## src/rtl/mc14500b_pkg.sv

```systemverilog
// Shared MC14500B definitions: opcode values, sequencer states and redirect selection.
package mc14500b_pkg;

  localparam logic [3:0] OP_NOPO = 4'h0;
  localparam logic [3:0] OP_LD   = 4'h1;
  localparam logic [3:0] OP_LDC  = 4'h2;
  localparam logic [3:0] OP_AND  = 4'h3;
  localparam logic [3:0] OP_ANDC = 4'h4;
  localparam logic [3:0] OP_OR   = 4'h5;
  localparam logic [3:0] OP_ORC  = 4'h6;
  localparam logic [3:0] OP_XNOR = 4'h7;
  localparam logic [3:0] OP_STO  = 4'h8;
  localparam logic [3:0] OP_STOC = 4'h9;
  localparam logic [3:0] OP_IEN  = 4'hA;
  localparam logic [3:0] OP_OEN  = 4'hB;
  localparam logic [3:0] OP_JMP  = 4'hC;
  localparam logic [3:0] OP_RTN  = 4'hD;
  localparam logic [3:0] OP_SKZ  = 4'hE;
  localparam logic [3:0] OP_NOPF = 4'hF;

  typedef enum logic {
    ST_STOP = 1'b0,
    ST_RUN  = 1'b1
  } state_e;

  typedef enum logic [2:0] {
    RD_NONE = 3'd0,
    RD_JMP  = 3'd1,
    RD_RTN  = 3'd2,
    RD_FLGO = 3'd3,
    RD_FLGF = 3'd4
  } redir_e;

  // Strobes only count against a valid word; jmp > rtn > flgo > flgf.
  function automatic redir_e sel_redirect(
    input logic valid,
    input logic jmp,
    input logic rtn,
    input logic flgo,
    input logic flgf
  );
    redir_e r;
    r = RD_NONE;
    if (valid) begin
      if (jmp)       r = RD_JMP;
      else if (rtn)  r = RD_RTN;
      else if (flgo) r = RD_FLGO;
      else if (flgf) r = RD_FLGF;
    end
    return r;
  endfunction

endpackage

```

## src/rtl/mc14500b_stack.sv

```systemverilog
// Return-address stack for JMP/RTN; pushes onto a full stack are dropped, pops of an empty one read zero.
module mc14500b_stack #(
  parameter int ADDR_W = 8,
  parameter int DEPTH  = 4
) (
  input  logic              i_clk,
  input  logic              i_rst_n,
  input  logic              i_push,
  input  logic              i_pop,
  input  logic [ADDR_W-1:0] i_data,
  output logic [ADDR_W-1:0] o_data,
  output logic              o_full,
  output logic              o_empty,
  output logic              o_overflow,
  output logic              o_underflow
);

  localparam int SP_W = $clog2(DEPTH + 1);

  logic [SP_W-1:0]   sp_q, sp_d;
  logic [ADDR_W-1:0] mem_q [DEPTH];
  logic [ADDR_W-1:0] mem_d [DEPTH];

  assign o_full      = (sp_q == SP_W'(DEPTH));
  assign o_empty     = (sp_q == '0);
  assign o_overflow  = i_push & o_full;
  assign o_underflow = i_pop & o_empty;

  always_comb begin
    sp_d   = sp_q;
    mem_d  = mem_q;
    o_data = '0;
    for (int i = 0; i < DEPTH; i++) begin
      if (sp_q == SP_W'(i + 1)) o_data = mem_q[i];
    end
    if (i_push && !o_full) begin
      for (int i = 0; i < DEPTH; i++) begin
        if (sp_q == SP_W'(i)) mem_d[i] = i_data;
      end
      sp_d = sp_q + SP_W'(1);
    end else if (i_pop && !o_empty) begin
      sp_d = sp_q - SP_W'(1);
    end
  end

  always_ff @(posedge i_clk or negedge i_rst_n) begin
    if (!i_rst_n) begin
      sp_q <= '0;
      for (int i = 0; i < DEPTH; i++) mem_q[i] <= '0;
    end else begin
      sp_q  <= sp_d;
      mem_q <= mem_d;
    end
  end

endmodule

```

## src/rtl/mc14500b_seq.sv

```systemverilog
// MC14500B program sequencer: PC, one-deep fetch pipeline with valid flag, redirects and return stack.
module mc14500b_seq
  import mc14500b_pkg::*;
#(
  parameter int ADDR_W = 8,
  parameter int DEPTH  = 4
) (
  input  logic              i_clk,
  input  logic              i_rst_n,
  input  logic              i_run,
  output logic [ADDR_W-1:0] o_rom_addr,
  input  logic [ADDR_W+3:0] i_rom_data,
  output logic [3:0]        o_op,
  output logic [ADDR_W-1:0] o_ioaddr,
  input  logic              i_jmp,
  input  logic              i_rtn,
  input  logic              i_flgf,
  input  logic              i_flgo,
  output logic              o_running,
  output logic              o_scan,
  output logic              o_err
);

  state_e            state_q, state_d;
  logic [ADDR_W-1:0] pc_q, pc_d;
  logic              v_q, v_d;
  logic              err_q, err_d;
  logic              scan_q, scan_d;

  logic [3:0]        word_op;
  logic [ADDR_W-1:0] word_addr;
  redir_e            redir;
  logic              skz_hold;
  logic              stop;
  logic              push, pop;
  logic [ADDR_W-1:0] stk_data;
  logic              stk_full, stk_empty, stk_ovf, stk_unf;

  assign word_op   = i_rom_data[3:0];
  assign word_addr = i_rom_data[ADDR_W+3:4];

  assign redir = sel_redirect(v_q, i_jmp, i_rtn, i_flgo, i_flgf);
  assign push  = (redir == RD_JMP);
  assign pop   = (redir == RD_RTN);

  // A stop request is held off while SKZ executes so the skip slot still gets a real word.
  assign skz_hold = v_q && (word_op == OP_SKZ);
  assign stop     = (state_q == ST_RUN) &&
                    ((!i_run && !skz_hold) || (redir == RD_FLGF));

  mc14500b_stack #(
    .ADDR_W(ADDR_W),
    .DEPTH (DEPTH)
  ) u_stack (
    .i_clk      (i_clk),
    .i_rst_n    (i_rst_n),
    .i_push     (push),
    .i_pop      (pop),
    .i_data     (pc_q),
    .o_data     (stk_data),
    .o_full     (stk_full),
    .o_empty    (stk_empty),
    .o_overflow (stk_ovf),
    .o_underflow(stk_unf)
  );

  always_comb begin
    state_d = state_q;
    pc_d    = pc_q;
    v_d     = 1'b0;
    scan_d  = 1'b0;
    err_d   = err_q | stk_ovf | stk_unf;

    case (state_q)
      ST_STOP: begin
        if (i_run) state_d = ST_RUN;
      end
      ST_RUN: begin
        case (redir)
          RD_JMP:  pc_d = word_addr;
          RD_RTN:  pc_d = stk_empty ? '0 : stk_data;
          RD_FLGO: begin
            pc_d   = '0;
            scan_d = 1'b1;
          end
          RD_FLGF: pc_d = pc_q;
          default: pc_d = stop ? pc_q : pc_q + ADDR_W'(1);
        endcase
        if (stop) state_d = ST_STOP;
        // The word fetched this cycle is only kept when nothing redirects or stops.
        v_d = !stop && (redir == RD_NONE);
      end
      default: state_d = ST_STOP;
    endcase
  end

  always_ff @(posedge i_clk or negedge i_rst_n) begin
    if (!i_rst_n) begin
      state_q <= ST_STOP;
      pc_q    <= '0;
      v_q     <= 1'b0;
      err_q   <= 1'b0;
      scan_q  <= 1'b0;
    end else begin
      state_q <= state_d;
      pc_q    <= pc_d;
      v_q     <= v_d;
      err_q   <= err_d;
      scan_q  <= scan_d;
    end
  end

  assign o_rom_addr = pc_q;
  assign o_op       = v_q ? word_op : OP_NOPO;
  assign o_ioaddr   = v_q ? word_addr : '0;
  assign o_running  = (state_q == ST_RUN);
  assign o_scan     = scan_q;
  assign o_err      = err_q;

endmodule

```

## config.mk

```make
export PLATFORM = sky130hd
export DESIGN_NAME = mc14500b_seq
export DESIGN_NICKNAME = d
export VERILOG_FILES = /design/src/rtl/mc14500b_pkg.sv /design/src/rtl/mc14500b_stack.sv /design/src/rtl/mc14500b_seq.sv
export SDC_FILE = /design/constraint.sdc
export NUM_CORES = 1
export LEC_CHECK = 0
export CAP_MARGIN = 15
export CORE_MARGIN = 10
export CORE_UTILIZATION = 30
export DETAILED_ROUTE_END_ITERATION = 8
export GPL_TIMING_DRIVEN = 0
export PLACE_DENSITY_LB_ADDON = 0.25
export SYNTH_ARGS = -nofsm -noshare
export SYNTH_HDL_FRONTEND = slang
export SYNTH_SLANG_ARGS = --single-unit
```

## constraint.sdc

```tcl
create_clock -name i_clk -period 2.3 [get_ports i_clk]
set_input_delay 0.575 -clock i_clk [delete_from_list [all_inputs] [get_ports i_clk]]
set_output_delay 0.575 -clock i_clk [all_outputs]
set_load 0.005 [all_outputs]
```

==> summary.md, run 1 <==
| Metric | Value |
|---|---|
| Status | finished clean |
| Total number of vias | about 2200 |
| Antenna cells | 0 |
| Fin. Hold Viols | 0 |
| HP Class | in2async |
| Pwr Density | approximately 1000 nW/µm² |
| Worst-skew pair later-pin latency | 0.30 ns |
| Req. time, crit path | ~1.7 ns |
| Combinational cell fraction of total power | 0.446 |
| CTS tree | yes |
| R2R depth | 8 |
| Critical-path top delay cell | clkdlybuf4s50_1 |
| Clock Pin Slew Worst Setup and Hold Paths | 0.09 ns |
| Sequential power share | 0.408 |
| # DRC | 0 |
| First-pass GRT wire length | between 10 and 15 mm |
| Final cycle utilization of the critical path | 0.983 |
| Relative slew slack | 0.664 |
| Asr flop ratio synth | 1.00 |
| DR WL/cell | 17.4 µm |
| Switch Pwr | between 1 and 1.5 mW |
| Switching share of power | 0.396 |
| CP arrival | 1.69 ns |
| CTS Buf Count | 5 |
| CP Depth | 3 |
| Largest net degree at the start of global routing | 38 |
| Post-DRT Antenna Nets | 0 |
| Max Cap Viol | 0 |
| RSZ-0062 raised after global routing | false |
| R2R setup slack | roughly 0.15 ns |
| Total track usage | 0.110 |
| Largest vdd supply drop | 0.000338 V |
| Via-to-Cell Ratio | 5.27 |
| Ys flop type | dfrtp_1 |
| Mapped Area | 2710 µm² |
| Cell family with most CP delay | buffers and inverters |
| Ranking of synthesized cells by area | dfrtp_1, mux2_2, o21ai_0, ha_1, nand2_1 |
| Area leader, netlist | dfrtp_1 |
| Worst Slack Setup Final | 0.0396 ns |
| # IOs | 42 |
| Layout fillers | 894 |
| Global route total overflow | 0 |
| DR iter-0 viols | 143 |
| Crit Path Max Fanout | 2 |
| DRT Pass-1 Iters | 4 |
| FF-to-FF Start | u_stack.sp_q[1] |
| Initial core utilization | 0.309 |
| Sequential fraction of the synthesis area | 0.435 |
| Gr busiest metal | met2 |
| Vias in the first global route | 2177 |
| Clock skew | 0.00735 ns |
| Die W | 115 µm |
| Die H | about 110 µm |
| Kind of critical path | in2out |
| Post-Syn Nets | approximately 290 |
| Antenna violations before repair | 0 |
| CP Cell Sequence | clkdlybuf4s50_1, and2_1, clkdlybuf4s50_1 |
| Post-synth EDFFs | 0 |
| Internal power | about 2.2 mW |
| Slowest Stage Delay on Critical Path | about 0.50 ns |
| WP buf/inv | 2 |
| Flops & latches, synth | 47 |
| I/O Buffers | 41 |
| Syn_area_per_cell | 10.3 µm² |
| Synth Instances | approximately 260 |
| Clock share of power | 0.145 |
| Core area | approximately 9000 µm² |
| Critical Path Start Type | input port |
| GRT met3 Usage | 0.0234 |
| RD Place Congestion | 0.824 |
| Critical Path End Type | output port |
| Final setup viols | 0 |
| Period minus WS final | 2.26 ns |
| Post-DP HPWL | 5.63 mm |
| Max Root-Sink Buffers | 2 |
| Yosys cell types | 53 |
| Peak Freq | around 440 MHz |
| Leakage power figure | 1.53 nW |
| Clock sinks | 47 |
| Final Max Tran Viols | 0 |
| Met1 Use GR | 0.145 |
| Worst Setup SP | i_rom_data[4] |
| Most frequent cell after synthesis | dfrtp_1 |
| Number of synthesis warnings | 0 |
| Tightest Pin Transition | 0.504 ns |
| FP Rows | 34 |
| Layout cells sized above 1 | 0.222 |
| Most used cell, CP | clkdlybuf4s50_1 |
| Final Instance Area | 3410 µm² |
| GR Util met2 | 0.178 |
| Post-Route WL | 7.38 mm |
| Area after DPL | around 3300 µm² |
| H-tree Lvls | 2 |
| Root Buffer | clkbuf_8 |
| Nets | between 300 and 400 |
| Full die area | roughly 13000 µm² |
| Most instantiated cells after synthesis | dfrtp_1, mux2_2, nand2_1, o21ai_0, a21oi_1 |
| Top cell type's share of synthesized area | 0.435 |
| Area delta synth->final | 26.2% |
| Pre-CTS WS | -0.215 ns |
==> placed cells by master (no fill, tap or decap), types with 2 or more instances in the layout <==
cell	count
dfrtp_1	47
clkdlybuf4s50_1	31
mux2_2	24
nand2_1	23
o21ai_0	21
a21oi_1	17
and2_1	13
inv_1	9
buf_2	8
ha_1	7
clkbuf_8	6
nand3_1	6
nor2_1	6
a31oi_1	6
o31ai_1	6
buf_4	5
nand2_2	5
a221oi_1	5
dlymetal6s2s_1	5
dlygate4sd2_1	4
buf_6	3
a21o_1	3
o22ai_1	3
a221o_1	3
nor2b_1	3
clkbuf_1	2
nor3_1	2
nand3b_1	2
a21oi_2	2
a211o_1	2
a32oi_1	2
a32o_1	2
nor3b_1	2
a22oi_1	2
inv_6	2
==> path summary, 6_finish.rpt <==
kind | to
worst min-delay path | u_stack.sp_q[0]
worst max-delay path | o_ioaddr[0]
worst max register to register | u_stack.mem_q[7]
max in group asynchronous | o_rom_addr[4]
worst min register to register | o_err
min in group i_clk | o_err
==> final cells by class <==
| class | instances | area [µm²] | share of cell area |
|---|---|---|---|
| multi-input combinational | 190 | 1400 | 0.411 |
| sequential | 47 | 1180 | 0.344 |
| timing repair buffer | 45 | 455 | 0.133 |
| tap | 108 | 135 | 0.0396 |
| buffer | 16 | 113 | 0.0330 |
| clock buffer | 5 | 68.8 | 0.0202 |
| inverter | 10 | 41.3 | 0.0121 |
| clock inverter | 3 | 22.5 | 0.00660 |
==> metrics by stage <==
stage / power (mW) / TNS, ns / std cells / hold WS (ns) / util
3_3_place_gp: 2.97 / -36.96 / 412 / 0.441 / 0.371
6_report: 3.56 / 0 / 424 / 0.154 / 0.390
4_1_cts: 3.54 / 0 / 422 / 0.153 / 0.385
2_1_floorplan: 2.38 / 0 / 263 / 0.279 / -
5_1_grt: 3.83 / 0 / 424 / 0.164 / 0.390
3_5_place_dp: 3.00 / -1.23 / 413 / 0.448 / 0.373
==> flip-flops by register name, indices dropped and copies added, names as in the netlist <==
register / flops
u_stack.mem_q: 32
o_rom_addr: 8
u_stack.sp_q: 3
o_err: 1
o_running: 1
o_scan: 1
v_q: 1
==> cell families (layout without fill, tap and decap cells) <==
family | count (synthesis) | after routing | synth area share
simple gates | 70 | 70 | 0.139
buf+inv | 26 | 79 | 0.0495
fa+ha+maj | 7 | 7 | 0.0324
mux | 25 | 25 | 0.105
compound gates | 87 | 87 | 0.236
xor+xnor | 1 | 1 | 0.00324
flops | 47 | 47 | 0.435
==> power by group through the flow <==
stage	Clock (mW)	Sequential, mW	Combinational [mW]
global route	0.569	1.50	1.77
floorplan	0	1.37	1.00
global placement	0	1.46	1.51
finish	0.517	1.45	1.59
CTS	0.537	1.45	1.55
detailed placement	0	1.46	1.54
==> repair_timing <==
action	in CTS	in global routing
resized for setup	7	9
endpoints found under the setup margin	10	22
setup buffers	1	2
endpoints found under the hold margin	0	0
hold buffers	0	0
==> metal layers <==
layer  part of all wire  wire, µm
met5                  0         0
met4             0.0084        62
met3              0.045       333
met2               0.48      3510
met1               0.47      3480
No activity file was read; power rests on OpenSTA's default activity.
==> run 2: changes to the inputs <==
--- a/config.mk
+++ b/config.mk
@@ -9,7 +9,6 @@
 export CORE_MARGIN = 10
 export CORE_UTILIZATION = 30
 export DETAILED_ROUTE_END_ITERATION = 8
-export GPL_TIMING_DRIVEN = 0
 export PLACE_DENSITY_LB_ADDON = 0.25
 export SYNTH_ARGS = -nofsm -noshare
 export SYNTH_HDL_FRONTEND = slang
==> run 2 against run 1 <==
Compared with the run above:
- worst hold slack better by 0.076 ns
- design area up 4.8%
- sequential power barely moved
- sequential share of layout area is 1.6 points lower
- critical path type unchanged
- critical endpoint is now o_op[3]
- largest power group unchanged
==> summary.md, run 2 (same netlist as run 1, synthesis figures left out) <==
| Metric | Value |
|---|---|
| Clock Pin Slew Worst Setup and Hold Paths | 0.11 ns (+0.02 ns) |
| Reg2reg end | o_rom_addr[5] |
| Sequential Area | 1180 µm² (unchanged) |
| Largest vdd supply drop | 0.000384 V (+14%) |
| DRT Pass-1 Iters | 8 (+4) |
| Fin. Hold Viols | 0 (unchanged) |
| Post-DP HPWL | 5.66 mm (+0.41%) |
| Area after DPL | 3440 µm² (+5.2%) |
| Req. time, crit path | 1.73 ns (about the same) |
| Max Cap Viol | 0 (unchanged) |
| Slowest Stage Delay on Critical Path | 0.50 ns (about the same) |
| Clock sinks | 47 (unchanged) |
| Final core utilization | 0.408 (+0.0188) |
| CP Cell Sequence | clkdlybuf4s50_1, and2_1, clkdlybuf4s50_1 |
| Peak Freq | 443 MHz (about the same) |
| Period minus WS final | 2.26 ns (-0.00147 ns) |
| Final Instance Area | 3580 µm² (+4.8%) |
| Total track usage | 0.115 (+0.00432) |
| H-tree Lvls | 2 (unchanged) |
| # IOs | 42 (unchanged) |
| CP arrival | 1.68 ns (about the same) |
| Final cycle utilization of the critical path | 0.982 (about the same) |
| HP Class | in2async |
| Worst-skew pair later-pin latency | 0.32 ns (+0.02 ns) |
| Antenna cells | 0 (unchanged) |
| Post-Route WL | 7.48 mm (+1.2%) |
| Status | finished clean |
| Global route total overflow | 0 (unchanged) |
| Max Root-Sink Buffers | 2 (unchanged) |
| Critical Path Start Type | input port |
| CTS tree | yes |
| Largest net degree at the start of global routing | 48 (+26%) |
| Die H | 115 µm (unchanged) |
| Post-DRT Antenna Nets | 0 (unchanged) |
| Max reg flops | 32 (unchanged) |
| Nets | 354 (+3.8%) |
| First-pass GRT wire length | 12.3 mm (+3.5%) |
| Via-to-Cell Ratio | 5.20 (-1.3%) |
| Most flops, register | u_stack.mem_q |
| RD Place Congestion | 0.825 (about the same) |
| DR WL/cell | 17.1 µm (-1.8%) |
| Leakage power figure | 1.57 nW (+2.6%) |
| Initial core utilization | 0.309 (unchanged) |
| Area delta synth->final | 32.3% |
| Full die area | 13200 µm² (unchanged) |
| R2R depth | 7 (-1) |
| Setup TNS | 0 ns (unchanged) |
| Pwr Density | 1080 nW/µm² (+3.3%) |
| Relative slew slack | 0.661 (-0.00266) |
| Most used cell, CP | clkdlybuf4s50_1 |
| Clock skew | 0.0161 ns (+0.00879 ns) |
| Final Max Tran Viols | 0 (unchanged) |
| I/O Buffers | 41 (unchanged) |
| Area of the multi-input gates | 1400 µm² (-0.36%) |
| Post-CTS setup buffer count | 0 (-1) |
| RSZ-0062 raised after global routing | false |
| FP Rows | 34 (unchanged) |
| DR iter-0 viols | 165 (+15%) |
| Hold bufs inserted after CTS | 0 (unchanged) |
| R2R setup slack | 0.25 ns (+0.10 ns) |
| Kind of critical path | in2out |
| Critical-path top delay cell | clkdlybuf4s50_1 |
| Die W | 115 µm (unchanged) |
| # DRC | 0 (unchanged) |
| Core area | 8760 µm² (unchanged) |
| FF-to-FF Start | u_stack.sp_q[1] |
| Layout cells sized above 1 | 0.255 (+0.0338) |
| Critical Path End Type | output port |
| Most frequent cells in the layout | dfrtp_1, clkdlybuf4s50_1, buf_4 |
| Vias in the first global route | 2273 (+4.4%) |
| CTS Buf Count | 5 (unchanged) |
| Tightest Pin Transition | 0.508 ns (+0.00400 ns) |
| Layout fillers | 847 (-5.3%) |
| Root Buffer | clkbuf_8 |
| Commonest non-fill, non-tap cell in the layout | dfrtp_1 |
| Antenna violations before repair | 0 (unchanged) |
| Total number of vias | 2273 (+1.7%) |
| Crit Path Max Fanout | 2 (unchanged) |
| Final setup viols | 0 (unchanged) |
-- run 2: cell types whose count changed in the layout (fill, tap and decap cells not counted), moves of 2 or more --
cell,delta
buf_12,+2
buf_2,-7
buf_4,+25
buf_6,-3
bufinv_16,+2
clkbuf_1,-2
clkdlybuf4s50_1,+8
dlygate4sd2_1,-4
dlymetal6s2s_1,-4
inv_6,-2
-- run 2: power by group --
part	leakage (nW)	internal (mW)	switching (mW)	total, mW
Clock	0.0703	0.442	0.320	0.762
Sequential	0.607	1.16	0.290	1.45
Combinational	0.890	0.836	0.813	1.65
-- run 2: layout make-up --
cell class | instances | area share
timing repair buffer | 74 | 0.194
tap | 108 | 0.0377
multi-input combinational | 190 | 0.390
clock buffer | 5 | 0.0192
inverter | 10 | 0.0105
clock inverter | 3 | 0.0199
sequential | 47 | 0.329
-- run 2: metrics by stage --
step,power [mW],setup slack (ns),instances,hold slack [ns]
finish,3.86,0.0410,437,0.230
global placement,3.11,0.0000837,429,0.446
global route,4.13,0.000246,437,0.253
detailed placement,3.11,-0.0349,429,0.456
CTS,3.88,0.0294,437,0.243
floorplan,2.38,0.465,263,0.279
-- run 2: worst max-delay path, delay by kind of cell --
kind	cells	cell delay (ns)
simple gates	1	0.13
buf+inv	2	0.98
-- run 2: worst max-delay path by stage --
| stage | cells after the start | startpoint | endpoint | slack [ns] |
|---|---|---|---|---|
| floorplan | 8 | u_stack.sp_q[1] | o_rom_addr[2] | 0.46 |
| global placement | 6 | i_rtn | o_rom_addr[0] | 0.00008 |
| detailed placement | 7 | i_rtn | o_rom_addr[6] | -0.03 |
| CTS | 3 | i_rom_data[3] | o_op[3] | 0.03 |
| global route | 3 | i_rom_data[6] | o_ioaddr[2] | 0.0002 |
| finish | 3 | i_rom_data[3] | o_op[3] | 0.04 |
-- run 2: repair_timing --
| action | CTS | global route |
|---|---|---|
| resized for setup | 0 | 2 |
| setup endpoints to repair | 0 | 2 |
| endpoints found under the hold margin | 0 | 0 |
-- run 2: layer usage --
layer	global-route usage	wire length, µm	share of wire	up-vias
met4	0.0371	83	0.011	0
met3	0.0203	383	0.051	5
met2	0.186	3550	0.47	54
met5	0	0	0	-
met1	0.151	3460	0.46	1117
li1	-	-	-	1097
